===== src/rtl/sp_sram_arb.sv =====
// sp_sram_arb: round-robin arbiter and init sequencer for one single-port SRAM.
// After reset an optional sweep writes INIT_VALUE to words 0..DEPTH-1. Two
// requesters then share the SRAM with one access per cycle. Read data comes
// back with a one-cycle valid strobe, aligned with the SRAM's registered qout.
module sp_sram_arb #(
  parameter int                    ADDR_WIDTH = 4,
  parameter int                    DATA_WIDTH = 16,
  parameter int                    DEPTH      = 2**ADDR_WIDTH,
  parameter int                    INIT_EN    = 1,
  parameter logic [DATA_WIDTH-1:0] INIT_VALUE = '0
) (
  input  logic                  clk,
  input  logic                  rst,
  input  logic                  req0,
  input  logic                  we0,
  input  logic [ADDR_WIDTH-1:0] addr0,
  input  logic [DATA_WIDTH-1:0] wdata0,
  output logic                  gnt0,
  output logic                  rvalid0,
  output logic [DATA_WIDTH-1:0] rdata0,
  input  logic                  req1,
  input  logic                  we1,
  input  logic [ADDR_WIDTH-1:0] addr1,
  input  logic [DATA_WIDTH-1:0] wdata1,
  output logic                  gnt1,
  output logic                  rvalid1,
  output logic [DATA_WIDTH-1:0] rdata1,
  output logic                  init_done,
  output logic [ADDR_WIDTH-1:0] sram_addr,
  output logic [DATA_WIDTH-1:0] sram_din,
  output logic                  sram_wr,
  input  logic [DATA_WIDTH-1:0] sram_qout
);

  typedef enum logic [0:0] {
    ST_INIT = 1'b0,
    ST_RUN  = 1'b1
  } state_t;

  localparam state_t                RESET_STATE = (INIT_EN != 0) ? ST_INIT : ST_RUN;
  localparam logic                  RESET_DONE  = (INIT_EN != 0) ? 1'b0 : 1'b1;
  localparam logic [ADDR_WIDTH-1:0] LAST_ADDR   = ADDR_WIDTH'(DEPTH - 1);

  state_t                  state_r, next_state_s;
  logic [ADDR_WIDTH-1:0]   init_cnt_r, init_cnt_next_s;
  logic                    init_done_r, init_done_next_s;
  logic                    rr_ptr_r;
  logic                    rvalid0_r, rvalid1_r;
  logic                    gnt0_s, gnt1_s;
  logic [ADDR_WIDTH-1:0]   sram_addr_s;
  logic [DATA_WIDTH-1:0]   sram_din_s;
  logic                    sram_wr_s;

  // Sequencer state: FSM state, sweep counter and init_done flag.
  always_ff @(posedge clk or posedge rst) begin
    if (rst) begin
      state_r     <= RESET_STATE;
      init_cnt_r  <= '0;
      init_done_r <= RESET_DONE;
    end else begin
      state_r     <= next_state_s;
      init_cnt_r  <= init_cnt_next_s;
      init_done_r <= init_done_next_s;
    end
  end

  // Next state, sweep drive and same-cycle round-robin arbitration.
  always_comb begin
    next_state_s     = state_r;
    init_cnt_next_s  = init_cnt_r;
    init_done_next_s = init_done_r;
    gnt0_s           = 1'b0;
    gnt1_s           = 1'b0;
    sram_addr_s      = '0;
    sram_din_s       = '0;
    sram_wr_s        = 1'b0;
    case (state_r)
      ST_INIT: begin
        // Requests are held off (not dropped) until the sweep finishes.
        sram_wr_s   = 1'b1;
        sram_addr_s = init_cnt_r;
        sram_din_s  = INIT_VALUE;
        if (init_cnt_r == LAST_ADDR) begin
          next_state_s     = ST_RUN;
          init_done_next_s = 1'b1;
          init_cnt_next_s  = '0;
        end else begin
          init_cnt_next_s  = init_cnt_r + {{(ADDR_WIDTH-1){1'b0}}, 1'b1};
        end
      end
      ST_RUN: begin
        // Port 0 wins when alone or when it holds the round-robin turn.
        if (req0 && (!req1 || (rr_ptr_r == 1'b0))) begin
          gnt0_s      = 1'b1;
          sram_addr_s = addr0;
          sram_din_s  = wdata0;
          sram_wr_s   = we0;
        end else if (req1) begin
          gnt1_s      = 1'b1;
          sram_addr_s = addr1;
          sram_din_s  = wdata1;
          sram_wr_s   = we1;
        end else begin
          gnt0_s      = 1'b0;
          gnt1_s      = 1'b0;
        end
      end
      default: begin
        next_state_s = RESET_STATE;
      end
    endcase
  end

  // Round-robin pointer moves to the other port after each grant; read strobes
  // line up with the SRAM's registered qout one cycle after a read grant.
  always_ff @(posedge clk or posedge rst) begin
    if (rst) begin
      rr_ptr_r  <= 1'b0;
      rvalid0_r <= 1'b0;
      rvalid1_r <= 1'b0;
    end else begin
      if (gnt0_s) begin
        rr_ptr_r <= 1'b1;
      end else if (gnt1_s) begin
        rr_ptr_r <= 1'b0;
      end else begin
        rr_ptr_r <= rr_ptr_r;
      end
      rvalid0_r <= gnt0_s & ~we0;
      rvalid1_r <= gnt1_s & ~we1;
    end
  end

  assign gnt0      = gnt0_s;
  assign gnt1      = gnt1_s;
  assign sram_addr = sram_addr_s;
  assign sram_din  = sram_din_s;
  assign sram_wr   = sram_wr_s;
  assign init_done = init_done_r;
  assign rvalid0   = rvalid0_r;
  assign rvalid1   = rvalid1_r;
  // Gate qout so the SRAM's undefined post-write output never leaks out.
  assign rdata0    = rvalid0_r ? sram_qout : '0;
  assign rdata1    = rvalid1_r ? sram_qout : '0;

endmodule


===== config.mk =====
export PLATFORM = sky130hd
export DESIGN_NAME = sp_sram_arb
export DESIGN_NICKNAME = d
export VERILOG_FILES = /design/src/rtl/sp_sram_arb.sv
export SDC_FILE = /design/constraint.sdc
export NUM_CORES = 1
export LEC_CHECK = 0
export ABC_AREA = 0
export CAP_MARGIN = 15
export CORE_ASPECT_RATIO = 1.25
export CORE_MARGIN = 2
export CORE_UTILIZATION = 24
export CTS_BUF_LIST = sky130_fd_sc_hd__clkbuf_16
export DETAILED_ROUTE_END_ITERATION = 12
export GPL_TIMING_DRIVEN = 0
export PLACE_DENSITY_LB_ADDON = 0.05
export SETUP_SLACK_MARGIN = 0.05
export SKIP_CTS_REPAIR_TIMING = 1
export SLEW_MARGIN = 25
export SYNTH_ARGS = -nofsm -noshare
export SYNTH_HDL_FRONTEND = slang
export SYNTH_SLANG_ARGS = --single-unit

===== constraint.sdc =====
create_clock -name clk -period 1.95 [get_ports clk]
set_clock_uncertainty 0.05 [all_clocks]
set_input_delay 0.39 -clock clk [delete_from_list [all_inputs] [get_ports clk]]
set_output_delay 0.39 -clock clk [all_outputs]
set_load 0.005 [all_outputs]

==> results of run 1 <==
==> cells by family after synthesis <==
family	Yosys count	synth area share
buffers and inverters	10	0.0678
adder cells (fa/ha/maj)	1	0.0151
multiplexers	1	0.0136
XOR/XNOR	1	0.0105
AND/OR/NAND/NOR	48	0.345
flip-flops	9	0.271
AO/OA/AOI/OAI	27	0.277
==> layer usage <==
layer,global-route usage,wire length [microns]
met4,0.0661,79
met1,0.224,1760
met3,0.0354,250
met5,0,0
met2,0.371,2540
==> critical path, cell delays in order, from the launching register on <==
cell and delay, ns:
dfrtp_1 0.39, nand2b_4 0.15, and3_4 0.22, buf_4 0.15
clkbuf_16 0.14, a22o_1 0.18, clkbuf_2 0.11
==> through the flow <==
stage	util	TNS (ns)
after floorplan	-	0
after global placement	0.636	-12.47
after detailed placement	0.636	-13.07
after CTS	0.660	-15.92
after global routing	0.723	-0.705
final	0.723	-0.257
==> registers in the layout (all words and copies together) (netlist names) <==
name / count
rvalid0: 1
init_done: 1
state_r: 1
init_cnt_r: 4
rvalid1: 1
rr_ptr_r: 1
==> power breakdown <==
group | switching [uW] | internal [uW]
clock | 87.1 | 268
combinational | 134 | 289
sequential | 5.17 | 193
total | 226 | 749
==> path summary, 6_finish.rpt <==
check	from	endpoint	slack [ns]	cells past startpoint
worst max-delay path	rr_ptr_r$_DFFE_PP0P_	sram_din[11]	-0.06	6
worst min-delay path	rst	init_cnt_r[1]$_DFFE_PP0N_	0.38	2
worst max register to register	rr_ptr_r$_DFFE_PP0P_	rvalid1$_DFF_PP0_	0.49	6
worst min register to register	init_done$_DFFE_PP0P_	init_done$_DFFE_PP0P_	0.42	1
max in group asynchronous	rst	rvalid1$_DFF_PP0_	1.18	2
min in group clk	init_done$_DFFE_PP0P_	init_done$_DFFE_PP0P_	0.42	1
==> layout make-up <==
| class | instances | area [sq um] | share of cell area |
|---|---|---|---|
| Timing Repair Buffer | 134 | 1340 | 0.572 |
| Multi-Input combinational cell | 78 | 569 | 0.242 |
| Sequential cell | 9 | 228 | 0.0969 |
| Buffer | 7 | 76.3 | 0.0325 |
| Clock buffer | 3 | 75.1 | 0.0319 |
| Tap cell | 37 | 46.3 | 0.0197 |
| Inverter | 2 | 7.51 | 0.00319 |
| Clock inverter | 1 | 3.75 | 0.00160 |
==> cell usage in the layout, fill, tap and decap left out <==
cell type,netlist,final
and2_1,32,31
nand3_1,3,3
nand2_1,2,2
clkdlybuf4s50_1,0,63
a41o_1,1,1
a22o_1,16,16
clkbuf_2,0,14
dfrtp_1,9,7
nand2b_4,0,1
nor2b_1,5,5
a21oi_1,2,2
a221o_1,4,4
a21o_1,1,1
inv_1,2,3
dlymetal6s2s_1,0,36
xnor2_1,1,1
buf_8,0,3
nand2b_1,2,1
clkbuf_16,0,5
mux2_2,1,1
o21ai_0,1,1
ha_1,1,1
nor2_1,2,2
buf_4,0,11
a31o_2,2,2
and3_4,0,2
and2_4,0,1
dfrtp_2,0,2
buf_2,3,7
buf_6,2,5
==> impl_results.md, run 1 <==
- Via count: 1310
- Clk_lat worst skew: 0.23 ns
- Grt total ovfl: 0
- Hold Fails Final Rpt: 0
- Filler cell count: 267
- RSZ-0062 raised after global routing: true
- Die Span Y: 69.8 microns
- WS Path Type: flop to output port
- Power per Cell Area: 415 nW/um^2
- Post-route DRC: 0
- Final #Nets: 298
- Leakage power: 0.00158 uW
- Cell count after synthesis: 97
- Hold WC Path Type: primary input to async pin
- DRT iter0 DRCs: 33
- First-pass GRT wire length: 6310 microns
- Placed Instance Area: 2070 sq um
- Vias/cell: 4.83
- Gr usage total: 0.200
- Largest net degree at the start of global routing: 11
- Boundary Pins: 120
- Pre-CTS setup slack: -0.698 ns
- Filler-free cell count of the finished design: 271
- HPWL after DPL: 3460 microns
- Final setup margin: -0.0622 ns
- Starting Density: 0.255
- Hold slack: 0.385 ns
- Async SR Flop Fraction: 1.00
- Synthesized area per cell: 8.56 sq um
- Row count: 23
- Critical path fanouts, max: 6
- Final std cell area, no fill: 2350 sq um
- Share of cells above drive strength 1: 0.231
- PortBufs: 119
- Routed len/inst: 17.1 microns
- Seq/Total Area, Yosys: 0.271
- Post-route minimum period: 2.01 ns
- Synthesized cell area: 831 sq um
- Max Freq: 497 MHz
- Root Driver: clkbuf_16
- Count leader, synth: and2_1
- Worst setup SP type: flop
- Slew Limit Fails: 0
- Final setup vio count: 6
- Area leader, netlist: dfrtp_1
- Failing checks: negative setup slack
- Area grow syn2layout: 183%
- Top cell type's share of synthesized area: 0.271
- GPL Wtd Cong: 0.867
- Drt total wl: 4620 microns
- Max IR drop VDD: 0.517 mV
- Die Wd: 56.6 microns
- Synth Warn #: 0
- Maximum level of the CTS H-tree: 1
- Dpl cells: 253
- Initial antenna violation count: 0
- First drt pass iteration count: 4
- DRT antenna net count: 0
- Worst-path clk slew: 0.04 ns
- Setup crit end kind: output port
- Number of synthesized flops with an enable pin: 0
- Actual slew at the worst max-slew pin: 0.356 ns
- Worst endpoint required time: 1.51 ns
- Area contributors post-synth: dfrtp_1 27%, and2_1 24%, a22o_1 17%
- Flops & latches, synth: 9
- Worst path arrival time: 1.57 ns
- Core area: 3250 sq um
- TritonCTS Buffers: 3
- Status: finished with violations
- Area of the die: 3950 sq um
- Clock tree buffer depth: 2
- Crit share post-route: 1.03
- Vias in the first global route: 1191
- Antenna Cells: 0
- Top_reg_cell synth: dfrtp_1
- Sink Count: 9
- MaxCap Viol Count: 0
- Commonest cells in the synthesized netlist: 32 x and2_1, 16 x a22o_1, 9 x dfrtp_1, 5 x nor2b_1, 4 x a221o_1
- Syn_nets: 160
- Overall power: 975 uW
- CTS tree: built
- Unique masters post-synth: 22
- Max transition margin: 0.762
Note: power is estimated with default switching activity, not from simulation.
==> inputs of run 2 (changes only) <==
CTS_BUF_LIST = unset   (was sky130_fd_sc_hd__clkbuf_16)
==> run 2 against run 1 <==
  * The run still ends with negative setup slack left
  * Clock power decreased by 39%
  * Die area unchanged
  * Sequential cell count unchanged
  * Worst hold slack got worse by 0.0074 ns
  * First-iteration DRC count unchanged
  * Via count decreased by 0.99%
==> impl_results.md, run 2 (synthesized netlist as in run 1, its figures left out) <==
- Drt total wl: 4480 microns (-3.2%)
- Placed Instance Area: 2070 sq um (unchanged)
- Worst r2r src: state_r$_DFF_PP0_
- Crit share post-route: 1.02 (-0.00903)
- Power per Cell Area: 361 nW/um^2 (-13%)
- Number of flip-flops in the largest register: 4 (unchanged)
- Largest net degree at the start of global routing: 11 (unchanged)
- Most common cell after layout, fill and taps aside: clkdlybuf4s50_1
- Area of the die: 3950 sq um (unchanged)
- Combinational share of power: 0.493 (+0.060)
- Pre-CTS setup slack: -0.698 ns (unchanged)
- Slew Limit Fails: 0 (unchanged)
- Critical path fanouts, max: 7 (+1)
- R2R cell count: 4 (-2)
- Hold Fails Final Rpt: 0 (unchanged)
- Vias/cell: 4.88 (+0.87%)
- Clk pwr share: 0.264 (-0.100)
- CTS tree: built
- Failing checks: negative setup slack
- Area grow syn2layout: 171%
- Row count: 23 (unchanged)
- Routed len/inst: 16.8 microns (-1.4%)
- Initial antenna violation count: 0 (unchanged)
- Die Span Y: 69.8 microns (unchanged)
- Final #Nets: 293 (-1.7%)
- Leakage power: 0.00153 uW (-3.3%)
- DRT met1 WL: 1710 microns (-2.9%)
- DRT iter0 DRCs: 33 (unchanged)
- Actual slew at the worst max-slew pin: 0.346 ns (-0.0103 ns)
- MaxCap Viol Count: 0 (unchanged)
- Post-route minimum period: 1.99 ns (-0.0176 ns)
- Starting Density: 0.255 (unchanged)
- Top layer in use: met4
- Sink Count: 9 (unchanged)
- Gr usage total: 0.202 (+0.00227)
- Clk_lat worst skew: 0.24 ns (about the same)
- PortBufs: 119 (unchanged)
- Setup slack, reg-to-reg: 0.62 ns (+0.13 ns)
- Post-route DRC: 0 (unchanged)
- TritonCTS Buffers: 3 (unchanged)
- Worst path arrival time: 1.55 ns (-0.02 ns)
- RSZ-0062 raised after global routing: true
- Clock tree buffer depth: 2 (unchanged)
- Switch share: 0.254 (+0.0224)
- HPWL after DPL: 3460 microns (unchanged)
- Worst setup SP type: flop
- Boundary Pins: 120 (unchanged)
- Share of cells above drive strength 1: 0.218 (-0.0124)
- Filler cell count: 278 (+4.1%)
- Hold WC Path Type: primary input to async pin
- Final setup margin: -0.0446 ns (+0.0176 ns)
- Max transition margin: 0.769 (+0.00685)
- Max Freq: 501 MHz (+0.88%)
- DRT antenna net count: 0 (unchanged)
- Root Driver: clkbuf_8
- Sequential cell area: 228 sq um (unchanged)
- Multi-input logic area: 577 sq um (+1.3%)
- Die Wd: 56.6 microns (unchanged)
- Status: finished with violations
- Antenna Cells: 0 (unchanged)
- Core area: 3250 sq um (unchanged)
- Final std cell area, no fill: 2250 sq um (-4.0%)
- First drt pass iteration count: 4 (unchanged)
- Met2 wire length: 2440 microns (-3.6%)
- GPL Wtd Cong: 0.867 (unchanged)
- Worst endpoint required time: 1.51 ns (about the same)
- Final core utilization: 0.693 (-0.0292)
- Maximum level of the CTS H-tree: 1 (unchanged)
- Filler-free cell count of the finished design: 266 (-1.8%)
- Pint: 607 uW (-19%)
- Final setup vio count: 6 (unchanged)
- Worst-path clk slew: 0.04 ns (about the same)
- First-pass GRT wire length: 6330 microns (+0.33%)
- WS Path Type: flop to output port
- Wire length on met3: 238 microns (-4.8%)
- Commonest cells after routing, fill and taps aside: 63 x clkdlybuf4s50_1, 36 x dlymetal6s2s_1, 31 x and2_1
- Vias in the first global route: 1198 (+0.59%)
- R2r endpoint: init_cnt_r[3]$_DFFE_PP0N_
- Dpl cells: 253 (unchanged)
- Sequential power share: 0.243 (+0.040)
- Largest reg by FF count: init_cnt_r
- Setup crit end kind: output port
- Via count: 1297 (-0.99%)
- Max IR drop VDD: 0.408 mV (-21%)
- Grt total ovfl: 0 (unchanged)
- Sw power: 207 uW (-8.4%)
## run 2: cell types whose count changed in the layout (fill, tap and decap cells not counted)
cell,delta
nand2_1,-1
buf_2,+2
inv_1,-1
clkbuf_4,+1
buf_6,+1
clkbuf_16,-5
clkbuf_8,+3
nand2_4,+1
buf_4,-5
clkbuf_1,+1
clkbuf_2,-2
## run 2: worst max-delay path by stage
stage	startpoint	endpoint	cells after the start	slack, ns
2_1_floorplan	rr_ptr_r$_DFFE_PP0P_	sram_addr[2]	5	0.29
3_3_place_gp	req1	sram_addr[1]	6	-0.67
3_5_place_dp	req0	sram_addr[2]	7	-0.70
4_1_cts	req0	sram_addr[2]	7	-0.70
5_1_grt	rr_ptr_r$_DFFE_PP0P_	sram_din[9]	7	-0.1
6_report	rr_ptr_r$_DFFE_PP0P_	sram_din[9]	7	-0.04
## run 2: area by class of cell
class	count	share of cell area
plain buffers	7	0.0339
clock buffers	4	0.0200
inverters	2	0.00333
multi-input cells	78	0.256
flip-flops and latches	9	0.101
well taps	37	0.0205
repair buffers	129	0.565
## run 2: per-layer routing
layer | track usage | vias to the layer above
li1 | - | 611
met4 | 0.0820 | 0
met1 | 0.223 | 616
met2 | 0.372 | 59
met3 | 0.0354 | 11
met5 | 0 | -
## run 2: per-stage QoR
stage	hold slack [ns]	TNS (ns)	total power [uW]
floorplan	0.168	0	309
global placement	0.406	-12.47	590
detailed placement	0.409	-13.07	599
CTS	0.390	-16.04	819
global route	0.416	-0.822	862
finish	0.377	-0.135	814
## run 2: power by group through the flow
stage | clock network (uW) | registers, uW | logic, uW
after floorplan | 0 | 199 | 110
after global placement | 0 | 200 | 389
after detailed placement | 0 | 201 | 399
after CTS | 221 | 198 | 400
after global routing | 234 | 198 | 430
final | 215 | 198 | 401
## run 2: worst max-delay path, stage by stage (launching register included)
cell	delay, ns
dfrtp_1	0.36
buf_6	0.11
nand2_4	0.04
and3_4	0.20
buf_8	0.13
buf_6	0.11
a22o_1	0.23
buf_2	0.13
